===== config.mk =====
export PLATFORM = sky130hd
export DESIGN_NAME = config_ctrl_ad
export DESIGN_NICKNAME = d
export VERILOG_FILES = /design/src/rtl/config_ctrl_ad.sv
export SDC_FILE = /design/constraint.sdc
export NUM_CORES = 1
export LEC_CHECK = 0
export CORE_ASPECT_RATIO = 0.75
export CORE_MARGIN = 5
export CORE_UTILIZATION = 36
export DETAILED_ROUTE_END_ITERATION = 16
export PLACE_DENSITY_LB_ADDON = 0.15
export SETUP_SLACK_MARGIN = 0.3
export SKIP_CTS_REPAIR_TIMING = 1
export SYNTH_ARGS = -nofsm -noshare
export SYNTH_HDL_FRONTEND = slang
export SYNTH_SLANG_ARGS = --single-unit

===== constraint.sdc =====
create_clock -name clk -period 3.6 [get_ports clk]
set_input_delay 0.72 -clock clk [delete_from_list [all_inputs] [get_ports clk]]
set_output_delay 0.72 -clock clk [all_outputs]
set_load 0.03 [all_outputs]

===== src/rtl/config_ctrl_ad.sv =====
// config_ctrl_ad: front-panel button conditioner and field-select / up-down step controller
// Ports: clk; reset (async, active-low); btn_cfg/btn_up/btn_down/btn_left/btn_right raw buttons;
//        en_count selected field (0 none, 1..NUM_FIELDS); enUP/enDOWN one-cycle step pulses;
//        cfg_active high while in CONFIG; cfg_done one-cycle pulse on every CONFIG exit.
module config_ctrl_ad #(
  parameter int DEB_CYCLES     = 1000000,
  parameter int REPEAT_DELAY   = 50000000,
  parameter int REPEAT_PERIOD  = 10000000,
  parameter int TIMEOUT_CYCLES = 1000000000,
  parameter int NUM_FIELDS     = 6
) (
  input  logic       clk,
  input  logic       reset,
  input  logic       btn_cfg,
  input  logic       btn_up,
  input  logic       btn_down,
  input  logic       btn_left,
  input  logic       btn_right,
  output logic [3:0] en_count,
  output logic       enUP,
  output logic       enDOWN,
  output logic       cfg_active,
  output logic       cfg_done
);
  localparam int DW = $clog2(DEB_CYCLES + 1);
  localparam int RMAX = REPEAT_DELAY > REPEAT_PERIOD ? REPEAT_DELAY : REPEAT_PERIOD;
  localparam int RW = $clog2(RMAX + 1);
  localparam int TW = $clog2(TIMEOUT_CYCLES + 1);
  localparam logic [3:0] NF = 4'(NUM_FIELDS);
  typedef enum logic {IDLE, CONFIG} state_t;
  typedef enum logic [1:0] {REP_NONE, REP_UP, REP_DN} rep_t;
  logic [4:0] raw, sync0_q, sync1_q, stable_q, stable_d, ev_q, ev_d;
  logic [DW-1:0] deb_q [5];
  logic [DW-1:0] deb_d [5];
  state_t state_q, state_d;
  rep_t rep_q, rep_d;
  logic [3:0] en_q, en_d;
  logic up_q, up_d, dn_q, dn_d, done_q, done_d, first_q, first_d;
  logic [RW-1:0] rcnt_q, rcnt_d;
  logic [TW-1:0] tmo_q, tmo_d;
  logic ev_cfg, ev_up, ev_dn, ev_l, ev_r, st_up, st_dn;
  assign raw = {btn_right, btn_left, btn_down, btn_up, btn_cfg};
  assign {ev_r, ev_l, ev_dn, ev_up, ev_cfg} = ev_q;
  assign st_up = stable_q[1];
  assign st_dn = stable_q[2];
  // The press pulse is registered on the same edge the stable value flips, keeping
  // the raw-edge-to-output latency at DEB_CYCLES+3.
  always_comb begin
    stable_d = stable_q;
    ev_d = '0;
    for (int i = 0; i < 5; i++) begin
      deb_d[i] = '0;
      if (sync1_q[i] != stable_q[i]) begin
        deb_d[i] = deb_q[i] + 1'b1;
        if (deb_d[i] == DW'(DEB_CYCLES)) begin
          deb_d[i] = '0;
          stable_d[i] = ~stable_q[i];
        end
      end
      ev_d[i] = stable_d[i] & ~stable_q[i];
    end
  end
  always_comb begin
    state_d = state_q;
    en_d = en_q;
    up_d = 1'b0;
    dn_d = 1'b0;
    done_d = 1'b0;
    tmo_d = '0;
    rep_d = rep_q;
    rcnt_d = rcnt_q;
    first_d = first_q;
    if (state_q == IDLE) begin
      rep_d = REP_NONE;
      rcnt_d = '0;
      first_d = 1'b0;
      en_d = '0;
      if (ev_cfg) begin
        state_d = CONFIG;
        en_d = 4'd1;
      end
    end else begin
      tmo_d = (|ev_q || st_up || st_dn) ? '0 : tmo_q + 1'b1;
      if (ev_cfg || tmo_d == TW'(TIMEOUT_CYCLES)) begin
        state_d = IDLE;
        en_d = '0;
        done_d = 1'b1;
        tmo_d = '0;
        rep_d = REP_NONE;
        rcnt_d = '0;
        first_d = 1'b0;
      end else if (ev_l ^ ev_r) begin
        // A field change swallows any coincident up/down and drops a running repeat.
        en_d = ev_r ? (en_q == NF ? 4'd1 : en_q + 4'd1) : (en_q == 4'd1 ? NF : en_q - 4'd1);
        rep_d = REP_NONE;
        rcnt_d = '0;
      end else if (ev_up && !st_dn) begin
        up_d = 1'b1;
        rep_d = REP_UP;
        rcnt_d = '0;
        first_d = 1'b1;
      end else if (ev_dn && !st_up) begin
        dn_d = 1'b1;
        rep_d = REP_DN;
        rcnt_d = '0;
        first_d = 1'b1;
      end else if (rep_q != REP_NONE) begin
        // Releasing the held button or pressing the opposite one disarms until a new press.
        if (rep_q == REP_UP ? (!st_up || st_dn) : (!st_dn || st_up)) begin
          rep_d = REP_NONE;
          rcnt_d = '0;
        end else begin
          rcnt_d = rcnt_q + 1'b1;
          if (rcnt_d == (first_q ? RW'(REPEAT_DELAY) : RW'(REPEAT_PERIOD))) begin
            rcnt_d = '0;
            first_d = 1'b0;
            up_d = rep_q == REP_UP;
            dn_d = rep_q == REP_DN;
          end
        end
      end
    end
  end
  always_ff @(posedge clk or negedge reset) begin
    if (!reset) begin
      sync0_q <= '0;
      sync1_q <= '0;
      stable_q <= '0;
      ev_q <= '0;
      for (int i = 0; i < 5; i++) deb_q[i] <= '0;
      state_q <= IDLE;
      rep_q <= REP_NONE;
      en_q <= '0;
      up_q <= 1'b0;
      dn_q <= 1'b0;
      done_q <= 1'b0;
      first_q <= 1'b0;
      rcnt_q <= '0;
      tmo_q <= '0;
    end else begin
      sync0_q <= raw;
      sync1_q <= sync0_q;
      stable_q <= stable_d;
      ev_q <= ev_d;
      for (int i = 0; i < 5; i++) deb_q[i] <= deb_d[i];
      state_q <= state_d;
      rep_q <= rep_d;
      en_q <= en_d;
      up_q <= up_d;
      dn_q <= dn_d;
      done_q <= done_d;
      first_q <= first_d;
      rcnt_q <= rcnt_d;
      tmo_q <= tmo_d;
    end
  end
  assign en_count = en_q;
  assign enUP = up_q;
  assign enDOWN = dn_q;
  assign cfg_active = state_q == CONFIG;
  assign cfg_done = done_q;
endmodule

==> out/results.ini, run 1 <==
[die]
rows=54
io_pins=15
dieArea_sq_mm=0.03333
start_util_pct=36.69
die_y_um=159.4
die_width_um=209.2
core_sq_mm=0.02919

[clock_network]
htreeDepth=4
clk_latency_ns=0.45
clkSinkCount=187
cts_tree=yes
cts.path.max_buffers=2
cts_root_buffer=clkbuf_16
clkTransAtPathRegs_ns=0.08
cts_inserted_buffers=17

[grt]
grt_overflow=0
grt_first_pass_wirelength_mm=40.67
grt_max_degree=92
antenna_found_initial=0
grt_use_total_pct=14.54
grt_pass1_vias=7757

[timing]
setup_viol=0
grt_setup_unrepaired=true
fin_worst_skew_ns=0.01389
drv_slew=0
fin_setup_tns_ns=0
hold_viol_final=0
max_freq_mhz=313.6
hold_slack_ns=0.3098
fin_ws_ns=0.4108
relSlewSlack_pct=48.83
max_slew.worst_pin.slew_ns=0.7676
min_period_ns=3.189
finalCritPeriodShare_pct=88.59

[power]
power_frac_seq_pct=51.5
cellPowerDensity_mw_per_mm2=343.7
peakVddDrop_uv=263.4
leakage_nw=4.772
power_frac_comb_pct=2.6
switching_power_mw=1.061
intPower_mw=3.087
clkPwrFrac_pct=46.0
sw_frac_of_total_pct=25.57
power_mw=4.148

[placement]
dp.cells=1569
place_area_sq_mm=0.01128
gp_congestion=0.8458
place_ws_ns=0.1845
io_buffers=14
dp_hpwl_mm=16.42

[final_layout]
stdcell_area_sq_mm=0.01207
seq_area_sq_mm=0.004687
fin_util_pct=41.34
multiInputGateArea_sq_mm=0.005675
antenna_cells=0
fillCellCount=2918
finalNetCount=1228
drive_above_1_share_pct=11.04
syn_to_final_growth_pct=12.68
fin_cells=1615

[worst_setup_path]
arrival_ns=3.54
crit_fanout=8
r2r_cells=11
cp-end-kind=flop
start_kind=flop
worstSetupPathType=reg -> reg
critPathRequiredTime_ns=3.95

[run]
cap_violations=0

[logic_synthesis]
syn_inst=1193
syn-num-nets=1211
post_synth_num_cell_types=77
synth_area_per_cell_sq_um=8.977
syn_area_sq_mm=0.01071
synth-seq-cells=187
async_flop_share_pct=100.0
ys.flop_type=dfrtp_1
ys_seq_area_share_pct=43.70
ys_warn_count=0
synth_edf_count=0

[drt]
vias=8428
wl_per_cell_um=14.89
firstDrtPassIters=5
drt_wl_total_mm=24.05
antenna_left=0
drcViolationCount=0
initialDrtViolationCount=642
vias_per_cell=5.219

[worst_hold_path]
worstHoldPathType=in -> async

[status]
outcome=complete, no violations

==> cells in the final DEF (no fill, tap or decap), drive strengths merged, types with 17 or more instances in the layout <==
| cell type | netlist | routed |
|---|---|---|
| dfrtp | 187 | 187 |
| buf | 24 | 44 |
| inv | 24 | 31 |
| nor3 | 37 | 37 |
| nor2 | 188 | 188 |
| nand4 | 49 | 49 |
| a21oi | 34 | 34 |
| nand3 | 80 | 80 |
| o21ai | 42 | 42 |
| xor2 | 70 | 70 |
| nor4 | 26 | 26 |
| xnor2 | 60 | 60 |
| clkbuf | 38 | 19 |
| nand2 | 91 | 91 |
| nand2b | 17 | 17 |
| and4 | 17 | 17 |
| and3 | 31 | 31 |
==> cell type report <==
class	count	area share, %
Clock buffer	17	3.526
Inverter	24	0.7466
Clock inverter	15	1.441
Sequential cell	187	38.84
Timing Repair Buffer	59	4.345
Tap cell	392	4.065
Multi-Input combinational cell	921	47.03
==> state kept, by name, summed over array words and instances (netlist names) <==
signal,count
deb_q,100
tmo_q,30
rcnt_q,26
ev_q,5
stable_q,5
sync0_q,5
sync1_q,5
en_count,4
rep_q,2
cfg_active,1
cfg_done,1
enDOWN,1
enUP,1
first_q,1
==> layer usage <==
metal	part of all wire, %	global-route usage, %
met1	56	23.25
met2	40	19.36
met3	3.7	3.998
met4	0.69	2.846
met5	0	0
==> power by group through the flow <==
| stage | clock network, mW | registers (mW) | logic (mW) |
|---|---|---|---|
| global route | 2.07 | 2.14 | 0.127 |
| detailed placement | 0 | 2.18 | 0.112 |
| finish | 1.91 | 2.14 | 0.106 |
| CTS | 1.99 | 2.14 | 0.112 |
| floorplan | 0 | 2.17 | 0.0421 |
| global placement | 0 | 2.18 | 0.112 |
==> cells by family after synthesis <==
kind of cell	Yosys count	share of synthesized area, %
flip-flops	187	43.70
buffers and inverters	86	4.031
multiplexers	16	1.577
AND/OR/NAND/NOR	608	29.31
AO/OA/AOI/OAI	155	9.464
adder cells (fa/ha/maj)	11	1.285
XOR/XNOR	130	10.63
==> synth_stat cells, types with 3 or more instances <==
library cell | number | area share [%]
xnor2_1 | 60 | 4.9
and3_1 | 31 | 1.8
or3_2 | 3 | 0.21
nand4_1 | 48 | 2.8
and2_1 | 11 | 0.64
a31oi_1 | 9 | 0.53
o31ai_1 | 13 | 0.91
and4_2 | 3 | 0.28
clkbuf_1 | 33 | 1.2
a21oi_1 | 34 | 1.6
mux2i_1 | 9 | 0.84
and4_1 | 13 | 1.1
nor3_1 | 36 | 1.7
nor2b_1 | 8 | 0.47
xor2_1 | 70 | 5.7
a22oi_1 | 3 | 0.21
nand4b_1 | 4 | 0.33
nand2b_1 | 17 | 0.99
mux2_2 | 7 | 0.74
nor2_1 | 186 | 6.5
nor3b_1 | 5 | 0.35
nand3_1 | 80 | 3.7
inv_1 | 24 | 0.84
o21ai_1 | 5 | 0.23
o32ai_1 | 3 | 0.25
a211oi_1 | 7 | 0.49
or3_1 | 8 | 0.47
nor4_1 | 24 | 1.4
ha_1 | 11 | 1.3
buf_2 | 11 | 0.51
clkbuf_2 | 3 | 0.14
nand3b_1 | 4 | 0.28
or2_2 | 5 | 0.29
o21ai_0 | 37 | 1.7
or4_1 | 8 | 0.56
o22ai_1 | 8 | 0.47
o211ai_1 | 6 | 0.42
nor4b_1 | 4 | 0.33
nand2_1 | 91 | 3.2
buf_6 | 7 | 0.74
a21o_1 | 5 | 0.35
buf_4 | 5 | 0.35
dfrtp_1 | 187 | 44
==> critical path: stages (launching register included) <==
cell and delay (ns):
dfrtp_1 0.42, ha_2 0.21, nand3_1 0.12, or4_4 0.55, or3_2 0.49, a22oi_2 0.19, nand4b_2 0.14, a2111oi_4 0.38
clkbuf_16 0.22, buf_4 0.13, a31oi_1 0.10, nor4_2 0.15
==> final timing paths <==
| check | start | to | slack, ns |
|---|---|---|---|
| min in group clk | sync0_q[1] | sync1_q[1] | 0.36 |
| worst max-delay path | rcnt_q[1] | enUP | 0.41 |
| worst min-delay path | reset | tmo_q[10] | 0.31 |
| worst max register to register | rcnt_q[1] | enUP | 0.41 |
| max in group asynchronous | reset | deb_q[49] | 2.38 |
| worst min register to register | sync0_q[1] | sync1_q[1] | 0.36 |
Note: power is estimated with default switching activity, not from simulation.
==> run 2: changes to the inputs <==
Settings changed: DONT_BUFFER_PORTS from default to 1.
==> run 2 against run 1 <==
  * The run now ends with negative hold slack left
  * Core utilization decreased by 1.1 points
  * Maximum frequency up 0.40%
  * Worst hold slack got worse by 0.33 ns
  * Combinational power fell by 47%
  * Wire length up 1.7%
  * Flip-flop and latch count unchanged
  * Count of clock-buffer cells in the layout increased by 2
  * Worst setup slack better by 0.013 ns
  * Clock power shrank 8%
  * First-iteration DRC count is 15% lower
  * Die area is the same
  * Critical path type unchanged
  * Critical endpoint unchanged
  * Largest power group unchanged
==> out/results.ini, run 2 (synthesized netlist as in run 1, its figures left out) <==
[worst_setup_path]
r2r_cells=10  ; was 11
crit_buf_inv=2  ; unchanged
setup.worst_path.end=enUP  ; unchanged
arrival_ns=3.53  ; was 3.54 ns
cp-end-kind=flop  ; unchanged
rrSetupSlack_ns=0.42  ; was 0.41 ns
critPathRequiredTime_ns=3.95  ; about the same
r2r_start=rcnt_q[5]  ; was rcnt_q[1]
start_kind=flop  ; unchanged
crit_start=rcnt_q[5]  ; was rcnt_q[1]
worstSetupPathType=reg -> reg  ; unchanged
cp_slowest_cell=or4_4  ; unchanged
path_cells=nand4_4, or4_4, or4_4, a22oi_2, nand4b_2, a2111oi_4, buf_4, buf_4, a31oi_1, nor4_2  ; was ha_2, nand3_1, or4_4, or3_2, a22oi_2, nand4b_2, a2111oi_4, clkbuf_16, buf_4, a31oi_1, nor4_2
crit_fanout=10  ; was 8
r2r-end=enUP  ; unchanged
path_depth=10  ; was 11
critPathMaxStageDelay_ns=0.62  ; was 0.55 ns
path_delay_family=simple AND/OR/NAND/NOR gates  ; unchanged

[clock_network]
clk_latency_ns=0.45  ; about the same
clkTransAtPathRegs_ns=0.07  ; was 0.08 ns
htreeDepth=4  ; unchanged
clkSinkCount=187  ; unchanged
cts_tree=yes  ; unchanged
cts_inserted_buffers=17  ; unchanged
cts.path.max_buffers=2  ; unchanged
cts_root_buffer=clkbuf_16  ; unchanged

[die]
io_pins=15  ; unchanged
rows=54  ; unchanged
die_y_um=159.4  ; unchanged
dieArea_sq_mm=0.03333  ; unchanged
core_sq_mm=0.02919  ; unchanged
die_width_um=209.2  ; unchanged
start_util_pct=36.69  ; unchanged

[drt]
drcViolationCount=0  ; unchanged
wl_per_cell_um=15.37  ; was 14.89 um
drt_wl_total_mm=24.46  ; was 24.05 mm
vias=8348  ; was 8428
vias_per_cell=5.247  ; was 5.219
initialDrtViolationCount=543  ; was 642
antenna_left=0  ; unchanged
firstDrtPassIters=5  ; unchanged

[timing]
fin_ws_ns=0.4235  ; was 0.4108 ns
max_slew.worst_pin.slew_ns=0.6195  ; was 0.7676 ns
hold_slack_ns=-0.02389  ; was 0.3098 ns
relSlewSlack_pct=58.60  ; was 48.83%
fin_setup_tns_ns=0  ; unchanged
fin_worst_skew_ns=0.01360  ; was 0.01389 ns
drv_slew=0  ; unchanged
finalCritPeriodShare_pct=88.24  ; was 88.59%
setup_viol=0  ; unchanged
hold_viol_final=54  ; was 0
max_freq_mhz=314.8  ; was 313.6 MHz
min_period_ns=3.177  ; was 3.189 ns
grt_setup_unrepaired=false  ; was true

[grt]
grt_pass1_vias=7552  ; was 7757
grt_first_pass_wirelength_mm=40.60  ; was 40.67 mm
grt_overflow=0  ; unchanged
grt_max_degree=188  ; was 92
grt_use_total_pct=14.66  ; was 14.54%
antenna_found_initial=0  ; unchanged

[worst_hold_path]
worstHoldPathType=in -> async  ; unchanged

[final_layout]
drive_above_1_share_pct=10.01  ; was 11.04%
top_register=deb_q  ; unchanged
finalNetCount=1206  ; was 1228
largest_reg_flops=100  ; unchanged
layout_commonest_cell=nor2_1  ; unchanged
antenna_cells=0  ; unchanged
mostFrequentLayoutCells=nor2_1, dfrtp_1, nand2_1, nand3_1, xor2_1  ; unchanged
largestRegisters=deb_q: 100 flops, tmo_q: 30 flops, rcnt_q: 26 flops  ; unchanged
syn_to_final_growth_pct=9.744  ; was 12.68%

[status]
violations=negative hold slack
outcome=finished with violations  ; was complete, no violations

[placement]
place_ws_ns=0.1926  ; was 0.1845 ns
gp_congestion=0.8162  ; was 0.8458
dp_hpwl_mm=16.43  ; was 16.42 mm
io_buffers=0  ; was 14

[power]
peakVddDrop_uv=350.2  ; was 263.4 uV
power_mw=3.958  ; was 4.148 mW
leakage_nw=4.636  ; was 4.772 nW
cellPowerDensity_mw_per_mm2=336.8  ; was 343.7 mW/mm^2

[run]
cap_violations=0  ; unchanged

## run 2: worst min path at each step
stage,end,cells past startpoint,startpoint,slack (ns)
after floorplan,sync1_q[0],0,sync0_q[0],0.33
after global placement,sync1_q[4],0,sync0_q[4],0.33
after detailed placement,sync1_q[4],0,sync0_q[4],0.33
after CTS,tmo_q[11],0,reset,-0.05
after global routing,tmo_q[21],0,reset,-0.06
final,tmo_q[11],0,reset,-0.02
## run 2: metrics by stage
step / hold slack, ns / util (%) / cells / cell area, sq um
5_1_grt: -0.06085 / 40.26 / 1591 / 11750
3_5_place_dp: 0.3347 / 38.07 / 1555 / 11110
2_1_floorplan: 0.3312 / - / 1193 / 10710
6_report: -0.02389 / 40.26 / 1591 / 11750
4_1_cts: -0.05215 / 39.90 / 1585 / 11640
3_3_place_gp: 0.3313 / 38.07 / 1555 / 11110
## run 2: power by group
part	total, mW	switching [mW]	internal, mW
clock network	1.76	0.858	0.906
logic	0.0565	0.0338	0.0227
registers	2.14	0.0183	2.12
total	3.96	0.910	3.05
## run 2: layer usage
metal	part of all wire (%)	vias up	wire length, um	track usage, %
met5	0	-	0	0
met2	40	114	9714	19.40
met1	55	4015	13570	23.65
met3	4.0	16	971	3.604
met4	0.81	0	199	3.261
li1	-	4203	-	-
## run 2: layout make-up
| class | count | area [sq um] |
|---|---|---|
| well taps | 392 | 490.5 |
| inverters | 24 | 90.09 |
| flip-flops and latches | 187 | 4686 |
| multi-input cells | 921 | 5658 |
| repair buffers | 37 | 294.0 |
| fillers | 2949 | 17440 |
| clock inverters | 11 | 91.34 |
| clock buffers | 19 | 442.9 |
==> run 3: changes to the inputs <==
Settings changed: CTS_BUF_LIST from default to sky130_fd_sc_hd__clkbuf_16.
==> run 3 against run 2 <==
  * Flip-flop and latch count did not move
  * Combinational power barely moved
  * Cell area barely moved
  * Global-route usage barely moved
  * Highest routed layer unchanged
  * Clock power barely moved
  * Critical endpoint unchanged
  * Worst setup slack improved by 0.0044 ns
  * Clock skew barely moved
  * The run still ends with negative hold slack left
  * Register-to-register slack barely moved
  * Sequential power barely moved
  * Core utilization barely moved
==> out/results.ini, run 3 (synthesized netlist as in run 1, its figures left out) <==
[grt]
antenna_found_initial=0  ; unchanged
grt_pass1_vias=7552  ; unchanged
grt_first_pass_wirelength_mm=40.59  ; was 40.60 mm
grt_use_total_pct=14.67  ; was 14.66%
grt_overflow=0  ; unchanged
grt_max_degree=188  ; unchanged

[drt]
antenna_left=0  ; unchanged
vias=8351  ; was 8348
drcViolationCount=0  ; unchanged
wl_per_cell_um=15.36  ; was 15.37 um
met3WireLength_mm=1.014  ; was 971 um
wl_met1_mm=13.54  ; was 13.57 mm
wl_met2_mm=9.695  ; was 9.714 mm
firstDrtPassIters=5  ; unchanged
vias_per_cell=5.249  ; was 5.247
drt_wl_total_mm=24.45  ; was 24.46 mm
initialDrtViolationCount=527  ; was 543
routed.top_layer=met4  ; unchanged

[timing]
fin_setup_tns_ns=0  ; unchanged
setup_viol=0  ; unchanged
fin_worst_skew_ns=0.01315  ; was 0.01360 ns
min_period_ns=3.172  ; was 3.177 ns
relSlewSlack_pct=57.94  ; was 58.60%
max_slew.worst_pin.slew_ns=0.6294  ; was 0.6195 ns
drv_slew=0  ; unchanged
finalCritPeriodShare_pct=88.11  ; was 88.24%
hold_slack_ns=-0.02418  ; was -0.02389 ns
max_freq_mhz=315.2  ; was 314.8 MHz
hold_viol_final=55  ; was 54
grt_setup_unrepaired=false  ; unchanged

[final_layout]
layout_commonest_cell=nor2_1  ; unchanged
mostFrequentLayoutCells=nor2_1, dfrtp_1, nand2_1, nand3_1, xor2_1  ; unchanged
stdcell_area_sq_mm=0.01174  ; was 0.01175 sq mm
finalNetCount=1206  ; unchanged
largestRegisters=deb_q: 100 flops, tmo_q: 30 flops, rcnt_q: 26 flops  ; unchanged
largest_reg_flops=100  ; unchanged
syn_to_final_growth_pct=9.651  ; was 9.744%
fillCellCount=2949  ; unchanged
top_register=deb_q  ; unchanged
drive_above_1_share_pct=9.925  ; was 10.01%
antenna_cells=0  ; unchanged

[worst_setup_path]
critPathRequiredTime_ns=3.95  ; about the same
worstSetupPathType=reg -> reg  ; unchanged
arrival_ns=3.53  ; about the same
start_kind=flop  ; unchanged
cp-end-kind=flop  ; unchanged
crit_fanout=10  ; unchanged

[clock_network]
cts_root_buffer=clkbuf_16  ; unchanged
clkSinkCount=187  ; unchanged
cts_inserted_buffers=17  ; unchanged
htreeDepth=4  ; unchanged
clk_latency_ns=0.45  ; about the same
cts.path.max_buffers=2  ; unchanged
clkTransAtPathRegs_ns=0.07  ; about the same
cts_tree=yes  ; unchanged

[status]
outcome=finished with violations  ; unchanged
violations=negative hold slack  ; unchanged

[die]
rows=54  ; unchanged
io_pins=15  ; unchanged
die_y_um=159.4  ; unchanged
dieArea_sq_mm=0.03333  ; unchanged
start_util_pct=36.69  ; unchanged
die_width_um=209.2  ; unchanged
core_sq_mm=0.02919  ; unchanged

[power]
cellPowerDensity_mw_per_mm2=334.8  ; was 336.8 mW/mm^2
switching_power_uw=908.0  ; was 910.4 uW
sw_frac_of_total_pct=23.09  ; was 23.00%
power_frac_comb_pct=1.4  ; about the same
clkPwrFrac_pct=44.2  ; was 44.6%
intPower_mw=3.024  ; was 3.048 mW
leakage_nw=4.634  ; was 4.636 nW
power_frac_seq_pct=54.4  ; was 54.0%
peakVddDrop_uv=350.0  ; was 350.2 uV

[placement]
io_buffers=0  ; unchanged
gp_congestion=0.8162  ; unchanged
place_area_sq_mm=0.01111  ; unchanged
dp_hpwl_mm=16.43  ; unchanged

[worst_hold_path]
worstHoldPathType=in -> async  ; unchanged

[run]
cap_violations=0  ; unchanged

## run 3: path summary, 6_finish.rpt
path	slack, ns	startpoint	cells past startpoint	to
worst max-delay path	0.43	rcnt_q[5]	10	enUP
worst min-delay path	-0.02	reset	0	tmo_q[11]
worst max register to register	0.43	rcnt_q[5]	10	enUP
worst min register to register	0.35	sync0_q[4]	0	sync1_q[4]
max in group asynchronous	3.30	reset	0	rcnt_q[5]
min in group clk	0.29	btn_left	0	sync0_q[3]
## run 3: worst max-delay path, stage by stage (launching register included)
cell	delay (ns)
dfrtp_2	0.43
nand4_4	0.21
or4_4	0.62
or4_4	0.54
a22oi_2	0.20
nand4b_2	0.15
a2111oi_4	0.34
buf_4	0.19
buf_4	0.13
a31oi_1	0.10
nor4_2	0.16
## run 3: power by group through the flow
stage	Combinational [mW]	Clock, mW	Sequential (mW)
floorplan	0.0421	0	2.17
global placement	0.0565	0	2.18
detailed placement	0.0568	0	2.18
CTS	0.0575	1.82	2.14
global route	0.0667	1.90	2.14
finish	0.0564	1.74	2.14
## run 3: metal layers
layer	vias up	GRT usage, %
li1	4205	-
met1	4003	23.65
met2	127	19.39
met3	16	3.604
met4	0	3.350
met5	-	0
## run 3: area by class of cell
| class | instances | area, sq um | area share, % |
|---|---|---|---|
| Sequential cell | 187 | 4686 | 39.90 |
| Multi-Input combinational cell | 921 | 5658 | 48.18 |
| Clock inverter | 13 | 98.84 | 0.8418 |
| Inverter | 24 | 90.09 | 0.7672 |
| Timing Repair Buffer | 37 | 294.0 | 2.504 |
| Tap cell | 392 | 490.5 | 4.177 |
| Clock buffer | 17 | 425.4 | 3.623 |
## run 3: through the flow
step                      instances  total power, mW  setup WS (ns)  hold WS [ns]  utilization, %
after CTS                      1585            4.012         0.1746      -0.05311           39.86
final                          1591            3.932         0.4279      -0.02418           40.23
after floorplan                1193            2.214         0.4110        0.3312               -
after global routing           1591            4.109         0.2921      -0.06176           40.23
after detailed placement       1555            2.234         0.1926        0.3347           38.07
after global placement         1555            2.234         0.2784        0.3313           38.07
